**src/rtl/tdm_pkg.sv**
```systemverilog
// Shared types and helpers for the TDM demultiplexer: FSM state encoding,
// legal channel-count bounds and the channel-index width function.
package tdm_pkg;

  localparam int NCH_MIN = 2;
  localparam int NCH_MAX = 16;

  typedef enum logic {
    HUNT = 1'b0,
    LOCK = 1'b1
  } tdm_state_e;

  // Width of the channel index for nch channels (at least one bit).
  function automatic int ch_width(input int nch);
    return (nch <= 2) ? 1 : $clog2(nch);
  endfunction

endpackage

```
**src/rtl/tdm_chan_cnt.sv**
```systemverilog
// Modulo-NCH channel counter. Priority: clr, then load1, then inc.
// wrap flags the increment that rolls NCH-1 back to 0.
module tdm_chan_cnt #(
  parameter int NCH  = 4,
  parameter int CH_W = 2
) (
  input  logic            clk,
  input  logic            rst,
  input  logic            inc,
  input  logic            load1,
  input  logic            clr,
  output logic [CH_W-1:0] ch,
  output logic            wrap
);

  localparam logic [CH_W-1:0] LAST = CH_W'(NCH - 1);

  logic [CH_W-1:0] ch_q;

  assign ch   = ch_q;
  assign wrap = inc && (ch_q == LAST);

  always_ff @(posedge clk or posedge rst) begin
    if (rst) begin
      ch_q <= '0;
    end else if (clr) begin
      ch_q <= '0;
    end else if (load1) begin
      ch_q <= CH_W'(1);
    end else if (inc) begin
      ch_q <= wrap ? '0 : ch_q + 1'b1;
    end
  end

endmodule

```
**src/rtl/tdm_demux.sv**
```systemverilog
// TDM demultiplexer: steers an interleaved beat stream into per-channel output
// registers and tracks frame alignment. TDM_DEMUX_FRAME_LATCH_EN selects whole-frame update.
module tdm_demux
  import tdm_pkg::*;
#(
  parameter int NCH = 4,
  parameter int W   = 8
) (
  input  logic             clk,
  input  logic             rst,
  input  logic             in_valid,
  input  logic             in_sof,
  input  logic [W-1:0]     in_data,
  output logic [NCH*W-1:0] out_data,
  output logic [NCH-1:0]   out_valid,
  output logic             frame_done,
  output logic             locked,
  output logic             sync_err,
  output logic             dbg_state
);

  localparam int CH_W = ch_width(NCH);

  if (NCH < NCH_MIN || NCH > NCH_MAX) begin : g_bad_nch
    $error("tdm_demux: NCH out of legal range");
  end

  // Input handshake: a beat is consumed on every edge where in_valid=1; there is
  // no backpressure, and in_sof is ignored whenever in_valid=0.
  tdm_state_e        state_q, state_d;
  logic [CH_W-1:0]   ch;
  logic              wrap;
  logic              cnt_inc, cnt_load1, cnt_clr;
  logic              wr_en;
  logic [CH_W-1:0]   wr_ch;
  logic              sync_err_d;
  logic [NCH*W-1:0]  out_data_q, out_data_d;
  logic [NCH-1:0]    out_valid_q, out_valid_d;
  logic              frame_done_q, sync_err_q, locked_q;

  tdm_chan_cnt #(
    .NCH  (NCH),
    .CH_W (CH_W)
  ) u_cnt (
    .clk   (clk),
    .rst   (rst),
    .inc   (cnt_inc),
    .load1 (cnt_load1),
    .clr   (cnt_clr),
    .ch    (ch),
    .wrap  (wrap)
  );

  always_comb begin
    state_d    = state_q;
    wr_en      = 1'b0;
    wr_ch      = '0;
    cnt_inc    = 1'b0;
    cnt_load1  = 1'b0;
    cnt_clr    = 1'b0;
    sync_err_d = 1'b0;
    if (in_valid) begin
      case (state_q)
        HUNT: begin
          if (in_sof) begin
            wr_en     = 1'b1;
            cnt_load1 = 1'b1;
            state_d   = LOCK;
          end else begin
            cnt_clr = 1'b1;
          end
        end
        LOCK: begin
          wr_en = 1'b1;
          if (in_sof) begin
            // SOF always realigns to channel 0; off-boundary it abandons the frame.
            cnt_load1  = 1'b1;
            sync_err_d = (ch != '0);
          end else begin
            wr_ch   = ch;
            cnt_inc = 1'b1;
          end
        end
        default: state_d = HUNT;
      endcase
    end
  end

`ifdef TDM_DEMUX_FRAME_LATCH_EN
  logic [NCH*W-1:0] shadow_q, shadow_d;

  // Beats collect in the shadow; a completed frame is published in one cycle.
  always_comb begin
    shadow_d = shadow_q;
    if (wr_en) begin
      shadow_d[int'(wr_ch)*W +: W] = in_data;
    end
    out_data_d  = wrap ? shadow_d : out_data_q;
    out_valid_d = wrap ? '1 : '0;
  end

  always_ff @(posedge clk or posedge rst) begin
    if (rst) begin
      shadow_q <= '0;
    end else begin
      shadow_q <= shadow_d;
    end
  end
`else
  always_comb begin
    out_data_d  = out_data_q;
    out_valid_d = '0;
    if (wr_en) begin
      out_data_d[int'(wr_ch)*W +: W] = in_data;
      out_valid_d[wr_ch]             = 1'b1;
    end
  end
`endif

  always_ff @(posedge clk or posedge rst) begin
    if (rst) begin
      state_q      <= HUNT;
      out_data_q   <= '0;
      out_valid_q  <= '0;
      frame_done_q <= 1'b0;
      sync_err_q   <= 1'b0;
      locked_q     <= 1'b0;
    end else begin
      state_q      <= state_d;
      out_data_q   <= out_data_d;
      out_valid_q  <= out_valid_d;
      frame_done_q <= wrap;
      sync_err_q   <= sync_err_d;
      locked_q     <= (state_d == LOCK);
    end
  end

  assign out_data   = out_data_q;
  assign out_valid  = out_valid_q;
  assign frame_done = frame_done_q;
  assign sync_err   = sync_err_q;
  assign locked     = locked_q;
  assign dbg_state  = state_q;

endmodule

```
**config.mk**
```make
export PLATFORM = sky130hd
export DESIGN_NAME = tdm_demux
export DESIGN_NICKNAME = d
export VERILOG_FILES = /design/src/rtl/tdm_pkg.sv /design/src/rtl/tdm_chan_cnt.sv /design/src/rtl/tdm_demux.sv
export SDC_FILE = /design/constraint.sdc
export NUM_CORES = 1
export LEC_CHECK = 0
export ABC_AREA = 1
export CORE_MARGIN = 2
export CORE_UTILIZATION = 34
export CTS_CLUSTER_DIAMETER = 40
export DETAILED_ROUTE_END_ITERATION = 12
export GPL_ROUTABILITY_DRIVEN = 0
export HOLD_SLACK_MARGIN = 0.08
export PLACE_DENSITY = 0.7
export SLEW_MARGIN = 20
export SYNTH_ARGS = -nofsm -noshare
export SYNTH_HDL_FRONTEND = slang
export SYNTH_SLANG_ARGS = --single-unit
export TNS_END_PERCENT = 1
```
**constraint.sdc**
```tcl
create_clock -name clk -period 1.79 [get_ports clk]
set_input_delay 0.4475 -clock clk [delete_from_list [all_inputs] [get_ports clk]]
set_output_delay 0.4475 -clock clk [all_outputs]
set_load 0.1 [all_outputs]
```
* After elaboration in Yosys (flattened, before gate mapping)
Cells that the tools add are included.
** Word-level totals
- Flip-flop bits (word level) :: 41
- Input bits :: 12
- Output and inout port bits :: 40
- Logic and storage cells :: 42
** Cells by class
- Add/subtract/negate cells :: 2
- Order comparisons :: 2
- Equal/unequal tests :: 1
- Shift-type cells :: 2
- Multiplexer cells :: 24
- Bitwise logic cells :: 1
- Reduce and logical (&&, ||, !) cells :: 4
** Operators by type and width (count)
- negator 5 -> 33 bit :: 1
- variable shift 8 x 33 -> 32 bit (first input constant) :: 1
- indexed part select 8 x 33 -> 32 bit :: 1
- bitwise mux 32 bit :: 1
- two-way mux 2 bit :: 7
- two-way mux 1 bit :: 13
- two-way mux 4 bit :: 1
- < comparator 2 x 3 -> 1 bit (second input constant) :: 1
- nonzero test 3 bit :: 1
- adder 2 x 1 -> 2 bit (second input constant) :: 1
- demux 1 bit (select 2 bit) :: 1
- == test 2 bit (second input constant) :: 1
- greater-or-equal comparator 2 x 1 -> 1 bit (second input constant) :: 1
- logical AND 1 bit :: 2
- one-hot mux 1 bit (2 select lines) :: 1
- nonzero test 2 bit :: 1
- NOT 1 bit :: 1

* Depth between registers and ports, before layout
- Depth after elaboration :: 8
- Gate-level depth with buffers :: 12
- Mapped depth without buffers :: 12

* By module
Synthesis repeated with hierarchy kept, for this count alone.
** Unflattened totals
- Cell total of the unflattened synthesis :: 249
- Area total of the unflattened synthesis :: 1945.6 µm²
** Modules (own cells, without submodules)
- tdm_demux :: instances 1, cells each 229, area each 1813.0 µm², seq. area each 975.9 µm²
- tdm_chan_cnt :: instances 1, cells each 20, area each 132.6 µm², seq. area each 50.0 µm²

* Worst setup path after synthesis
No wires, ideal clock.
- Path kind :: reg2reg
- Start point :: register, netlist name locked
- End point :: register out_data_q[24], in the netlist out_data[24]
- Library setup time :: 68 ps
- Arrival :: 2531 ps
- Data required time :: 1722 ps
- Slack :: -808 ps
- Stages on the path, launching flop included :: 11
- Path buffers :: 0
- Period minus slack after synthesis :: 2598 ps
- Cell sequence :: dfrtp_1 > nand2_2 > nor2_1 > inv_1 > nor2_1 > inv_1 > ha_1 > or2_2 > nor2_4 > nand2_1 > nand2_1
** RTL lines
- to (signal assigned) :: RTL line tdm_demux.sv:130 : out_data_q <= out_data_d;
- to (decl) :: RTL line tdm_demux.sv:37 : logic [NCH*W-1:0] out_data_q, out_data_d;

==> results.toml <==
[synth]
ys_seq_elements = 41
yosysMostFrequentCell = "nand2_1"
avgSynthCellArea_sq_um = 9.11
yosysUniqueCellTypes = 16
mappedNetlistNets = 212
synth_async_sr_flop_share = 1.00
ys_top_cells_by_area = "dfrtp_1, nand2_1, o21ai_0"
synth_ff_type = "dfrtp_1"
postSynthCellCount = 193
synth_top_area_frac = 0.584
synth-edff-count = 0
synth_commonest_cells = "nand2_1, dfrtp_1, inv_1"
ys_warn_count = 0
yosys.area.top_type = "dfrtp_1"
yosysSeqAreaShare = 0.584
syn_area_sq_um = 1760

[die]
rows = 26
start_util = 0.349
die_area_sq_um = 5760
die_x_um = 75.9
die_h_um = 75.9
core_area_sq_um = 5040
io_pins = 52

[drt]
drc_errors = 0
vias = 1487
drt_first_pass_iters = 4
wire_per_inst_um = 12.5
dr.first_iter.drc_count = 89
routed_wl_mm = 4.23
ant_nets = 0
via_per_inst = 4.41

[sta]
worst_slew_pin_slew_ps = 525
setup_violations = 0
tns_ps = 0
period_minus_slack_ps = 1680
layout_setup_ws_ps = 108
hold_viol_final = 0
fin_crit_sh = 0.940
maxSlewViolCount = 0
slew_headroom = 0.650
fin_skew_ps = 6.37
rsz0062_at_grt = "true"
max_freq_ghz = 0.595

[global_route]
grt_max_degree = 19
grtUsageTotal = 0.162
first_global_vias = 1582
overflow = 0
antenna_found_initial = 0
grt_pass1_wl_mm = 7.51

[clock_network]
clk_path_buf_depth = 2
cts_root_buf = "clkbuf_8"
clock_latency_ps = 290
numCtsBuffers = 5
cts_hold_buf = 0
cts_setup_buffers = 0
cts_tree = "built"
clkTransAtPathRegs_ps = 80
cts-htree-levels = 2
cts_num_sinks = 41

[hold_path]
hold_path.class = "input pin to async pin"

[worst_setup_path]
critPathMaxFanout = 8
regToRegSetupSlack_ps = 110
startpoint_type = "register"
cp-end-kind = "register"
path_class = "register to register"
worst_ep_arrival_time_ps = 1910
required_ps = 2020

[final_layout]
multi_input_area_sq_um = 693
drive_gt1_frac = 0.326
postLayoutCoreUtil = 0.608
fin_area_sq_um = 3070
antenna_cells = 0
area_growth_pct = 74.4
seq_area_sq_um = 1030
nFillCells = 400
fin_nets = 286

[pwr]
p_per_area_nw_per_um2 = 861
finalPower_uw = 2640
p_leak_uw = 0.00154
peakVddDrop_mv = 0.388

[status]
status = "complete, no violations"

[placement]
dpl_cell_area_sq_um = 2950
dpl.hpwl_mm = 3.28
port_buffers = 51
pre_cts_ws_ps = -515

[job]
maxCapViolCount = 0
-- final timing paths --
check / startpoint / to / cells after the start
min in group clk: out_data[7]$_DFFE_PP0P_ / out_data[7]$_DFFE_PP0P_ / 2
min reg2reg: out_data[7]$_DFFE_PP0P_ / out_data[7]$_DFFE_PP0P_ / 2
max reg2reg: locked$_DFFE_PP0P_ / out_data[25]$_DFFE_PP0P_ / 10
min: rst / out_data[4]$_DFFE_PP0P_ / 2
max: locked$_DFFE_PP0P_ / out_data[25]$_DFFE_PP0P_ / 10
max in group asynchronous: rst / out_data[10]$_DFFE_PP0P_ / 3
-- worst max-delay path: stages, from the launching register on --
cell	delay, ps
dfrtp_4	430
nand2_4	60
nor2_4	100
inv_2	50
nor2_4	80
inv_2	60
ha_4	240
or2_4	260
nor2_4	180
nand2_1	90
nand2_1	70
-- final cells by class --
cell class                 count  area share
timing repair buffer          69       0.349
inverter                      22      0.0269
clock buffer                   5      0.0224
tap                           70      0.0286
multi-input combinational    128       0.226
clock inverter                 2      0.0114
sequential                    41       0.336
-- through the flow --
step | hold WS, ps | std cells
detailed placement | 528 | 330
global placement | 529 | 330
finish | 486 | 337
floorplan | 544 | 193
global route | 526 | 337
CTS | 495 | 337
-- routing by layer --
metal,up-vias,global-route usage,part of all wire
met2,46,0.253,0.51
li1,738,-,-
met5,-,0,0
met3,6,0.0464,0.048
met4,0,0.0727,0.019
met1,697,0.211,0.42
-- where the power goes --
part           leakage [uW]  switching [uW]  internal (uW)
registers          0.000550            65.1            986
clock network     0.0000540             299            405
logic              0.000940             569            315
total               0.00154             933           1710
-- state kept, by name, summed over array words and instances (netlist names) --
signal      count
sync_err        1
frame_done      1
locked          1
out_valid       4
out_data       32
u_cnt.ch        2
-- cells by family (layout without fill, tap and decap cells) --
kind of cell,Yosys count,after routing,share of synthesized area
DFF,41,41,0.584
AOI/OAI and AO/OA,20,20,0.0584
adders and majority gates,7,7,0.0498
buffers and inverters,24,98,0.0541
and+or+nand+nor,101,101,0.254
-- cell usage in the layout (no fill, tap or decap) --
master,netlist,layout
a21boi_0,1,1
buf_12,0,42
buf_4,1,16
bufinv_16,0,1
clkbuf_8,0,5
clkdlybuf4s50_1,0,9
clkinv_2,0,1
dfrtp_1,41,40
dfrtp_4,0,1
dlygate4sd2_1,0,2
ha_1,7,6
ha_4,0,1
inv_1,22,18
inv_2,0,4
nand2_1,78,76
nand2_2,2,3
nand2_4,3,4
nand3_2,2,2
nand4_4,0,1
nor2_1,11,8
nor2_4,2,5
nor3_1,1,1
o21ai_0,19,16
o21ai_1,0,3
or2_4,0,1
-- what timing repair did --
action	4_1_cts	5_1_grt
gates resized for setup	3	5
setup endpoints to repair	32	32
pin swaps	1	5
No activity file was read; power rests on OpenSTA's default activity.
